===== src/rtl/dcache_req_serializer.sv =====
// Serializes one NUM_THREADS-wide dcache batch onto a single-port memory and gathers load data.
// Optional perf counters (perf_batches, perf_stall_cycles) are enabled by defining DCACHE_SER_PERF_EN.
module dcache_req_serializer #(
  parameter int  NUM_THREADS = 4,
  parameter int  TAG_WIDTH   = 8,
  parameter int  ADDR_WIDTH  = 30,
  localparam int LANE_BITS   = $clog2(NUM_THREADS)
) (
  input  logic                              clk,
  input  logic                              reset,
  input  logic [NUM_THREADS-1:0]            dcache_req_valid,
  input  logic [NUM_THREADS-1:0]            dcache_req_rw,
  input  logic [NUM_THREADS*4-1:0]          dcache_req_byteen,
  input  logic [NUM_THREADS*ADDR_WIDTH-1:0] dcache_req_addr,
  input  logic [NUM_THREADS*32-1:0]         dcache_req_data,
  input  logic [NUM_THREADS*TAG_WIDTH-1:0]  dcache_req_tag,
  output logic [NUM_THREADS-1:0]            dcache_req_ready,
  output logic                              dcache_rsp_valid,
  output logic [NUM_THREADS-1:0]            dcache_rsp_tmask,
  output logic [NUM_THREADS*32-1:0]         dcache_rsp_data,
  output logic [TAG_WIDTH-1:0]              dcache_rsp_tag,
  input  logic                              dcache_rsp_ready,
  output logic                              mem_req_valid,
  output logic                              mem_req_rw,
  output logic [3:0]                        mem_req_byteen,
  output logic [ADDR_WIDTH-1:0]             mem_req_addr,
  output logic [31:0]                       mem_req_data,
  output logic [LANE_BITS-1:0]              mem_req_tag,
  input  logic                              mem_req_ready,
  input  logic                              mem_rsp_valid,
  input  logic [31:0]                       mem_rsp_data,
  input  logic [LANE_BITS-1:0]              mem_rsp_tag,
  output logic                              mem_rsp_ready
`ifdef DCACHE_SER_PERF_EN
  ,
  output logic [31:0]                       perf_batches,
  output logic [31:0]                       perf_stall_cycles
`endif
);

  typedef enum logic [1:0] {S_IDLE, S_ISSUE, S_WAIT, S_RESP} state_t;

  state_t                 state;
  logic [NUM_THREADS-1:0] pend;
  logic [NUM_THREADS-1:0] tmask_r;
  logic [NUM_THREADS-1:0] got;
  logic                   rw_r;
  logic [TAG_WIDTH-1:0]   tag_r;
  logic [ADDR_WIDTH-1:0]  addr_q   [NUM_THREADS];
  logic [31:0]            wdata_q  [NUM_THREADS];
  logic [3:0]             byteen_q [NUM_THREADS];
  logic [31:0]            rdata_q  [NUM_THREADS];

  logic [LANE_BITS-1:0]   acc_lane;
  logic [LANE_BITS-1:0]   next_lane;
  logic [NUM_THREADS-1:0] pend_next;
  logic [NUM_THREADS-1:0] got_next;
  logic                   rsp_live;
  logic                   rsp_in_range;
  logic                   rsp_take;

  function automatic logic [LANE_BITS-1:0] lowest_lane(input logic [NUM_THREADS-1:0] m);
    lowest_lane = '0;
    for (int unsigned i = NUM_THREADS; i > 0; i--)
      if (m[i-1]) lowest_lane = LANE_BITS'(i - 1);
  endfunction

  always_comb begin
    acc_lane     = lowest_lane(dcache_req_valid);
    pend_next    = pend & ~(NUM_THREADS'(1) << mem_req_tag);
    next_lane    = lowest_lane(pend_next);
    // Responses only count while a load batch is outstanding; anything else is stale.
    rsp_live     = mem_rsp_valid && !rw_r && (state == S_ISSUE || state == S_WAIT);
    rsp_in_range = {1'b0, mem_rsp_tag} < (LANE_BITS+1)'(NUM_THREADS);
    rsp_take     = rsp_live && rsp_in_range && tmask_r[mem_rsp_tag] && !got[mem_rsp_tag];
    got_next     = rsp_take ? (got | (NUM_THREADS'(1) << mem_rsp_tag)) : got;
  end

  always_comb begin
    dcache_rsp_data = '0;
    for (int unsigned i = 0; i < NUM_THREADS; i++)
      dcache_rsp_data[i*32 +: 32] = rdata_q[i];
  end

  assign dcache_rsp_tmask = tmask_r;
  assign dcache_rsp_tag   = tag_r;
  assign mem_rsp_ready    = 1'b1;

  always_ff @(posedge clk or negedge reset) begin
    if (!reset) begin
      state            <= S_IDLE;
      pend             <= '0;
      tmask_r          <= '0;
      got              <= '0;
      rw_r             <= 1'b0;
      tag_r            <= '0;
      dcache_req_ready <= '1;
      dcache_rsp_valid <= 1'b0;
      mem_req_valid    <= 1'b0;
      mem_req_rw       <= 1'b0;
      mem_req_byteen   <= '0;
      mem_req_addr     <= '0;
      mem_req_data     <= '0;
      mem_req_tag      <= '0;
      for (int unsigned i = 0; i < NUM_THREADS; i++) begin
        addr_q[i]   <= '0;
        wdata_q[i]  <= '0;
        byteen_q[i] <= '0;
        rdata_q[i]  <= '0;
      end
    end else begin
      if (rsp_take) rdata_q[mem_rsp_tag] <= mem_rsp_data;
      got <= got_next;
      case (state)
        S_IDLE: begin
          if (|dcache_req_valid) begin
            for (int unsigned i = 0; i < NUM_THREADS; i++) begin
              addr_q[i]   <= dcache_req_addr[i*ADDR_WIDTH +: ADDR_WIDTH];
              wdata_q[i]  <= dcache_req_data[i*32 +: 32];
              byteen_q[i] <= dcache_req_byteen[i*4 +: 4];
              rdata_q[i]  <= '0;
            end
            pend             <= dcache_req_valid;
            tmask_r          <= dcache_req_valid;
            got              <= '0;
            rw_r             <= dcache_req_rw[acc_lane];
            tag_r            <= dcache_req_tag[acc_lane*TAG_WIDTH +: TAG_WIDTH];
            // First lane is loaded straight from the inputs so it issues the cycle after accept.
            mem_req_valid    <= 1'b1;
            mem_req_rw       <= dcache_req_rw[acc_lane];
            mem_req_addr     <= dcache_req_addr[acc_lane*ADDR_WIDTH +: ADDR_WIDTH];
            mem_req_data     <= dcache_req_data[acc_lane*32 +: 32];
            mem_req_byteen   <= dcache_req_byteen[acc_lane*4 +: 4];
            mem_req_tag      <= acc_lane;
            dcache_req_ready <= '0;
            state            <= S_ISSUE;
          end
        end
        S_ISSUE: begin
          if (mem_req_valid && mem_req_ready) begin
            pend <= pend_next;
            if (|pend_next) begin
              mem_req_addr   <= addr_q[next_lane];
              mem_req_data   <= wdata_q[next_lane];
              mem_req_byteen <= byteen_q[next_lane];
              mem_req_tag    <= next_lane;
            end else begin
              mem_req_valid <= 1'b0;
              if (rw_r) begin
                dcache_req_ready <= '1;
                state            <= S_IDLE;
              end else begin
                state <= S_WAIT;
              end
            end
          end
        end
        S_WAIT: begin
          if (got_next == tmask_r) begin
            dcache_rsp_valid <= 1'b1;
            state            <= S_RESP;
          end
        end
        S_RESP: begin
          if (dcache_rsp_ready) begin
            dcache_rsp_valid <= 1'b0;
            dcache_req_ready <= '1;
            state            <= S_IDLE;
          end
        end
        default: state <= S_IDLE;
      endcase
    end
  end

`ifdef DCACHE_SER_PERF_EN
  always_ff @(posedge clk or negedge reset) begin
    if (!reset) begin
      perf_batches      <= '0;
      perf_stall_cycles <= '0;
    end else begin
      if (state == S_IDLE && |dcache_req_valid) perf_batches <= perf_batches + 32'd1;
      if (mem_req_valid && !mem_req_ready) perf_stall_cycles <= perf_stall_cycles + 32'd1;
    end
  end
`endif

  // Duplicate responses and responses for lanes outside the batch are dropped.
  assert property (@(posedge clk) disable iff (!reset)
    rsp_live |-> (rsp_in_range && tmask_r[mem_rsp_tag] && !got[mem_rsp_tag]));

endmodule


===== config.mk =====
export PLATFORM = sky130hd
export DESIGN_NAME = dcache_req_serializer
export DESIGN_NICKNAME = d
export VERILOG_FILES = /design/src/rtl/dcache_req_serializer.sv
export SDC_FILE = /design/constraint.sdc
export NUM_CORES = 1
export LEC_CHECK = 0
export CAP_MARGIN = 10
export CORE_MARGIN = 2
export CORE_UTILIZATION = 35
export DETAILED_ROUTE_END_ITERATION = 10
export SLEW_MARGIN = 20
export SYNTH_ARGS = -nofsm -noshare
export SYNTH_HDL_FRONTEND = slang
export SYNTH_SLANG_ARGS = --single-unit

===== constraint.sdc =====
create_clock -name clk -period 2 [get_ports clk]
set_input_delay 0.2 -clock clk [delete_from_list [all_inputs] [get_ports clk]]
set_output_delay 0.2 -clock clk [all_outputs]
set_load 0.01 [all_outputs]

* After elaboration in Yosys (flattened, before gate mapping)
Cells that the tools add are included.
** Storage, ports and cells
- Bits of input ports :: 343
- Bits in registers :: 489
** Cells by class
- Bitwise operators :: 5
- Multiplexer cells :: 71
- Shift-type cells :: 6
- Order comparisons :: 5
- Reductions and logical operators :: 22
- Equality and inequality tests :: 11
- Multipliers :: 1
** Operators with widths (number)
- 2-to-1 mux 128 bit :: 3
- 2-to-1 mux 32 bit :: 6
- 2-to-1 mux 30 bit :: 5
- bitwise mux 128 bit :: 1
- indexed part select 128 x 8 -> 32 bit :: 1
- indexed part select 120 x 8 -> 30 bit :: 1
- binary-select mux 32 bit (select 2 bit) :: 1
- demux 32 bit (select 2 bit) :: 1
- one-hot mux 32 bit (2 select lines) :: 1
- binary-select mux 30 bit (select 2 bit) :: 1
- 2-to-1 mux 4 bit :: 15
- one-hot mux 30 bit (2 select lines) :: 1
- 2-to-1 mux 2 bit :: 17
- indexed part select 32 x 6 -> 8 bit :: 1
- one-hot mux 4 bit (2 select lines) :: 2
- indexed part select 16 x 5 -> 4 bit :: 1
- one-hot mux 4 bit (3 select lines) :: 1
- binary-select mux 4 bit (select 2 bit) :: 1
- 2-to-1 mux 1 bit :: 8
- inequality test 2 bit (second input constant) :: 4
- one-hot mux 2 bit (4 select lines) :: 1
- AND reduction 4 bit :: 2
- OR reduction 4 bit :: 2
- << shifter 1 x 2 -> 4 bit (first input constant) :: 2
- other kinds (25) :: 42

* Longest topological paths before layout
Gate-level depths: netlist of run 1.
- Depth after elaboration :: 14
- Gate-level depth with buffers :: 10

* Worst setup path after synthesis of run 1
OpenSTA, ideal clock, no wires.
- Kind :: register to register
- Start point :: register state[0]
- End point :: register mem_req_tag[0]
- Cell stages (with the launch flop) :: 10
- Data required time :: 1.875 ns
- Setup time :: 0.125 ns
- Data arrival time :: 2.091 ns
- Path buffers :: 2
- Setup slack :: -0.215 ns
- Cells stage by stage :: dfrtp_1 > inv_1 > ha_1 > clkbuf_1 > nand2b_1 > o21ai_0 > nand2_1 > a31oi_1 > clkbuf_1 > mux2_2
** On the way
- Cells in the longest elaborated chain, start to end :: 3
** Ends and longest elaborated chain
- start, declared :: RTL line 43 : state_t state;
- start signal, assigned :: RTL line 91 : state <= S_IDLE;
- start signal, assigned :: RTL line 136 : state <= S_ISSUE;
- start signal, assigned :: RTL line 151 : state <= S_IDLE;
- == test 2 x 1 -> 1 bit or zero test 2 bit (tied branches) :: RTL line 114 : case (state)
- inequality test 2 x 1 -> 1 bit (no line), or another cell as far along
- AND reduction 4 bit (no line)
- end signal, assigned :: RTL line 134 : mem_req_tag <= acc_lane;
- end signal, assigned :: RTL line 146 : mem_req_tag <= next_lane;
- end, declared :: RTL line 28 : output logic [LANE_BITS-1:0] mem_req_tag,
Several ways; a longest one is shown, not always the timed one.
A chain may end at the register's enable or synchronous reset.

* Worst setup path after layout of run 1
- Start point :: register got[0]
- End point :: register rdata_q (netlist bit dcache_rsp_data[81])
** On the way
- Cells in the longest elaborated chain, start to end :: 7
** Ends and longest elaborated chain
- start, declared :: RTL line 46 : logic [NUM_THREADS-1:0] got;
- start signal, assigned :: RTL line 113 : got <= got_next;
- binary-select mux 1 bit (select 2 bit) * :: RTL line 75 : rsp_take = rsp_live && rsp_in_range && tmask_r[mem_rsp_tag] && !got[mem_rsp_tag];
- 2-to-1 mux 1 bit (not written as such) * :: RTL line 75
- zero test 1 bit * :: RTL line 75
- logical AND 1 bit * :: RTL line 75
- 2-to-1 mux 128 bit * :: RTL line 112 : if (rsp_take) rdata_q[mem_rsp_tag] <= mem_rsp_data;
- 2-to-1 mux 128 bit :: RTL line 116 : if (|dcache_req_valid) begin
- 2-to-1 mux 128 bit * :: RTL line 114
- end signal, assigned by index :: RTL line 112
- end, declared :: RTL line 52 : logic [31:0] rdata_q [NUM_THREADS];
Mark *: on every way between the ends. The rest lies on a longest branch, timed or not. The select of a mux whose other input is x is not followed.

==> flow_summary.ini, run 1 <==
[run_status]
outcome = complete, but fails checks
violations = negative setup slack

[drt]
dr.pass1.iters = 5
wirelength_microns = 95600
drt_iter0_drc = 1943
vias = 23305
vias_per_cell = 5.34
avgRoutedWirePerCell_microns = 21.9
drcViolationCount = 0
postRouteAntennaNets = 0

[synth]
yosysMostFrequentCell = nand2_1
synth_top_area_share_pct = 52.3
yosys_warnings = 0
yosys.area.top_type = dfrtp_1
synth_nets = 3105
ys_seq_area_share_pct = 52.4
avgSynthCellArea_sq_um = 8.41
synth_edf_count = 0
synthFlopType = dfrtp_1
syn_area_sq_um = 23200
synth-async-reset-ratio_pct = 100
ys_ff_latch = 486
synth.top_cells.by_count = nand2_1 (1485), dfrtp_1 (485), clkbuf_1 (154), a21oi_1 (134), nor2_1 (83)
synth_cell_types = 51
synth_area_leaders = dfrtp_1 (52%), nand2_1 (24%), mux4_2 (7.3%)
synth_cells = 2758

[floorplanning]
ios = 559
initial_core_util_pct = 35.3
fp.dieH_microns = 261
core_region_area_sq_um = 65600
die-area_sq_um = 68300
row_count = 94
die_w_microns = 261

[min_path]
min_path_cells = 3
hold_path_end = wdata_q[49]$_DFFE_PN0P_
hold_path_class = in -> reg
hold_path_startpoint = dcache_req_data[81]

[worst_setup_path]
required_ns = 2.49
r2r_slack_ns = -0.28
crit_fanout = 8
end_kind = register
reg2reg_to = dcache_rsp_data[81]$_DFF_PN0_
cp-start-kind = register
worstPathArrival_ns = 2.77
reg2reg_from = got[0]$_DFF_PN0_
reg2reg_depth = 7
worst-setup-path-type = reg -> reg

[cts]
h-tree-depth = 2
tritoncts = yes
cts_buffer_depth = 3
cts_made_buffers = 55
clock_sinks = 486
ctsRootBufferMaster = clkbuf_16
clk_latency_ns = 0.62
clk_pin_slew_ns = 0.06

[run]
drv_cap = 0

[sta]
worst_hold_slack_ns = 0.143
finalWorstSetupSlack_ns = -0.283
worst_pin_slew_ns = 0.746
rsz0062_at_grt = true
skew_ns = 0.0127
tns_ns = -20.49
fmax_ghz = 0.438
fin_crit_sh_pct = 114
hold_viol_final = 0
setup_violations = 193
min_period_ns = 2.28
maxSlewHeadroom_pct = 50.3
slew_viol_final = 0

[place]
place.gp.congestion = 0.888
numPortBuffers = 557
dp_cells = 4161
place_area_sq_um = 31300
hpwl_microns = 59500

[global_route]
grt_max_degree = 62
grt_use_total_pct = 26.3
grt_pass1_wl_microns = 138000
grt_pass1_vias = 23130
antenna_found_initial = 4
grt_overflow = 0

[layout]
fin_area_sq_um = 36800
syn_to_final_growth_pct = 58.6
drive_above_1_share_pct = 22.4
nNetsFinal = 3798
fin_cells = 4365

[power]
peakVddDrop_mv = 0.852
power.leakage_nw = 16.9
p_per_area_nw_per_um2 = 1740
==> worst max-delay path by stage <==
stage / startpoint / end
after global placement: mem_rsp_tag[1] / dcache_rsp_data[66]$_DFF_PN0_
after global routing: got[0]$_DFF_PN0_ / dcache_rsp_data[81]$_DFF_PN0_
after detailed placement: mem_rsp_tag[1] / dcache_rsp_data[68]$_DFF_PN0_
after CTS: got[0]$_DFF_PN0_ / dcache_rsp_data[89]$_DFF_PN0_
final: got[0]$_DFF_PN0_ / dcache_rsp_data[81]$_DFF_PN0_
after floorplan: dcache_rsp_tmask[0]$_DFFE_PN0P_ / dcache_rsp_data[87]$_DFF_PN0_
==> kinds of logic after synthesis <==
logic type | share of synthesized area, %
AND/OR/NAND/NOR | 27.9
AO/OA/AOI/OAI | 7.94
multiplexers | 7.70
buffers and inverters | 3.75
adder cells (fa/ha/maj) | 0.216
flip-flops | 52.4
other | 0.0162
==> through the flow <==
stage	worst slack, ns	util (%)	power (mW)
finish	-0.283	56.0	64.0
global route	-0.328	56.0	67.7
CTS	-0.185	53.8	60.9
detailed placement	-0.468	47.8	42.8
global placement	-0.396	47.8	42.2
floorplan	-0.168	-	30.3
==> sequential cells by signal, indices dropped and copies added (netlist names), named ones only <==
register,flops
addr_q,120
byteen_q,16
dcache_req_ready,1
dcache_rsp_data,128
dcache_rsp_tag,8
dcache_rsp_tmask,4
dcache_rsp_valid,1
got,4
mem_req_addr,30
mem_req_byteen,4
mem_req_data,32
mem_req_tag,2
mem_req_valid,1
pend,4
rw_r,1
state,1
wdata_q,128
==> critical path, stage by stage (launching register included) <==
cell and delay [ns]:
dfrtp_1 0.38, or3b_1 0.37, a22oi_2 0.19, or3b_4 0.42, or3_4 0.40, buf_12 0.18, nand2_1 0.14, a21oi_2 0.08
==> cell type report <==
class	instances	area, sq um
sequential	486	12200
timing repair buffer	836	9710
tap	864	1080
inverter	8	42.5
antenna	6	15.0
multi-input combinational	2064	11900
clock inverter	22	294
clock buffer	79	1620
fill	5622	28800
==> power by group <==
part / internal (mW) / switching, mW / total (mW)
registers: 13.8 / 2.77 / 16.6
clock network: 6.50 / 4.28 / 10.8
logic: 17.2 / 19.4 / 36.7
total: 37.6 / 26.5 / 64.0
==> repair_timing <==
action	in CTS	in global routing
gates cloned	38	15
gates resized for setup	221	345
hold buffers	1	0
buffers inserted	40	16
pin swaps	139	236
endpoints found under the setup margin	201	208
endpoints found under the hold margin	41	0
==> layout by cell type (no fill, tap or decap), types with 66 or more instances in the layout <==
| cell type | netlist | final |
|---|---|---|
| a21oi_1 | 134 | 76 |
| buf_12 | 0 | 88 |
| buf_4 | 4 | 109 |
| clkbuf_16 | 0 | 70 |
| clkdlybuf4s50_1 | 0 | 548 |
| dfrtp_1 | 485 | 482 |
| mux4_2 | 75 | 75 |
| nand2_1 | 1485 | 1294 |
| nand2_2 | 0 | 93 |
| nand2_4 | 0 | 98 |
| nor2_1 | 83 | 70 |
| o211ai_1 | 66 | 66 |
==> routing by layer <==
metal,part of all wire (%),routed length [microns],up-vias,global-route usage (%)
li1,-,-,10394,-
met1,40,38200,11617,34.1
met2,49,46600,1111,43.8
met3,7.6,7270,183,4.96
met4,3.7,3530,0,9.91
met5,0,0,-,0
Note: power is estimated with default switching activity, not from simulation.
==> run 2: changes to the inputs <==
Settings changed: CORE_UTILIZATION 35 to 45, PLACE_DENSITY set to 0.76.
==> flow_summary.ini, run 2 (synthesis gave the netlist of run 1 again) <==
[sta]
maxSlewHeadroom_pct = 64.2
slew_viol_final = 0
worst_pin_slew_ns = 0.537
rsz0062_at_grt = true
min_period_ns = 2.24
fmax_ghz = 0.446
fin_crit_sh_pct = 112
skew_ns = 0.0297
finalWorstSetupSlack_ns = -0.244
hold_viol_final = 0
setup_violations = 181

[worst_setup_path]
cp-start-kind = register
reg2reg_to = dcache_rsp_data[110]$_DFF_PN0_
r2r_slack_ns = -0.24
end_kind = register
worst-setup-path-type = reg -> reg
required_ns = 2.51
reg2reg_depth = 13
worstPathArrival_ns = 2.76
crit_fanout = 8

[global_route]
grt_use_total_pct = 30.5
grt_overflow = 0
grt_pass1_wl_microns = 127000
antenna_found_initial = 5
grt_max_degree = 85
grt_pass1_vias = 23005

[power]
p_per_area_nw_per_um2 = 1710
peakVddDrop_mv = 1.10
power.leakage_nw = 16.3

[layout]
final_common_cell = nand2_1
drive_above_1_share_pct = 19.4
fin_cells = 4139
n_fill_cell = 3560
nNetsFinal = 3764
most-common-layout-cells = nand2_1 (1368), clkdlybuf4s50_1 (553), dfrtp_1 (485), buf_4 (100)
syn_to_final_growth_pct = 53.4
fin_area_sq_um = 35600

[run_status]
outcome = complete, but fails checks
violations = negative setup slack

[floorplanning]
row_count = 83
die-area_sq_um = 53400
initial_core_util_pct = 45.4
core_region_area_sq_um = 51100
die_w_microns = 231
ios = 559
fp.dieH_microns = 231

[cts]
clock_sinks = 486
ctsRootBufferMaster = clkbuf_16
h-tree-depth = 2
tritoncts = yes
clk_pin_slew_ns = 0.07
cts_made_buffers = 52
cts_buffer_depth = 3
clk_latency_ns = 0.62

[drt]
avgRoutedWirePerCell_microns = 21.9
drcViolationCount = 0
vias = 23849
dr.pass1.iters = 5
topRoutingLayerUsed = met5
wirelength_microns = 90500
drt_iter0_drc = 2617
wl_met1_microns = 32300
postRouteAntennaNets = 0
met2_length_microns = 43400
wl_met3_microns = 9310
vias_per_cell = 5.76

[place]
dp_cells = 3966
numPortBuffers = 557
place_area_sq_um = 30900
hpwl_microns = 56100
place.gp.congestion = 0.914

[run]
drv_cap = 0

[min_path]
hold_path_class = in -> async
-- run 2: changes by cell type in the layout (fill, tap and decap cells not counted), sizes merged --
cell,change
dlymetal6s2s,-2
buf,-41
dlygate4sd2,-3
a22o,-2
clkinv,-3
clkinvlp,+2
diode,-5
bufbuf,-1
clkdlybuf4s50,+5
clkbuf,+6
inv,+1
bufinv,+1
-- run 2: metrics by stage --
step	utilization, %	setup TNS [ns]	hold WS, ns	power (mW)	setup slack (ns)
after floorplan	-	-7.35	-0.0956	30.3	-0.168
after global placement	60.6	-72.31	0.0785	41.2	-0.416
after detailed placement	60.6	-80.03	0.0776	42.1	-0.466
after CTS	66.1	-15.74	0.0346	55.0	-0.220
after global routing	69.6	-37.22	0.0462	64.2	-0.310
final	69.6	-21.35	0.0447	60.9	-0.244
-- run 2: per-layer routing --
metal | GRT usage (%) | vias up
met5 | 0 | -
met2 | 50.8 | 1620
met1 | 38.3 | 11523
li1 | - | 10333
met4 | 15.0 | 8
met3 | 5.72 | 365
-- run 2: worst max path at each step --
| stage | endpoint | startpoint | cells after the start | slack (ns) |
|---|---|---|---|---|
| after floorplan | dcache_rsp_data[87]$_DFF_PN0_ | dcache_rsp_tmask[0]$_DFFE_PN0P_ | 8 | -0.17 |
| after global placement | dcache_rsp_data[87]$_DFF_PN0_ | mem_rsp_tag[1] | 9 | -0.42 |
| after detailed placement | dcache_rsp_data[89]$_DFF_PN0_ | mem_rsp_tag[1] | 9 | -0.47 |
| after CTS | dcache_rsp_data[89]$_DFF_PN0_ | register | 11 | -0.22 |
| after global routing | dcache_rsp_data[110]$_DFF_PN0_ | register | 13 | -0.31 |
| final | dcache_rsp_data[110]$_DFF_PN0_ | register | 13 | -0.24 |
-- run 2: power breakdown --
group / leakage (nW) / internal (mW) / total (mW) / switching [mW]
logic: 9.24 / 15.7 / 34.0 / 18.4
registers: 6.10 / 13.8 / 16.4 / 2.56
clock network: 0.911 / 6.32 / 10.5 / 4.18
-- run 2: timing repair --
item,in CTS,in global routing
pin swaps,57,176
endpoints found under the hold margin,408,0
buffers inserted,20,17
hold buffers,1,0
setup endpoints to repair,194,204
gates resized for setup,116,254
cloned,14,29
-- run 2: worst max-delay path: stages, from the launching register on --
cell	delay, ns
dfrtp_1	0.37
inv_2	0.06
ha_4	0.27
nand3b_1	0.12
buf_6	0.16
buf_6	0.11
nor2_4	0.08
nand2_2	0.07
buf_6	0.12
nor3_4	0.20
buf_12	0.16
buf_16	0.18
nand2_4	0.06
a21oi_2	0.19
-- run 2: area by class of cell --
class                      instances  area [sq um]  area share (%)
tap                              680           851            2.39
clock buffer                      72          1510            4.24
antenna                            1          2.50         0.00704
multi-input combinational       2062         11300            31.8
clock inverter                    23           373            1.05
timing repair buffer             807          9300            26.2
inverter                           8          42.5           0.120
sequential                       486         12200            34.2
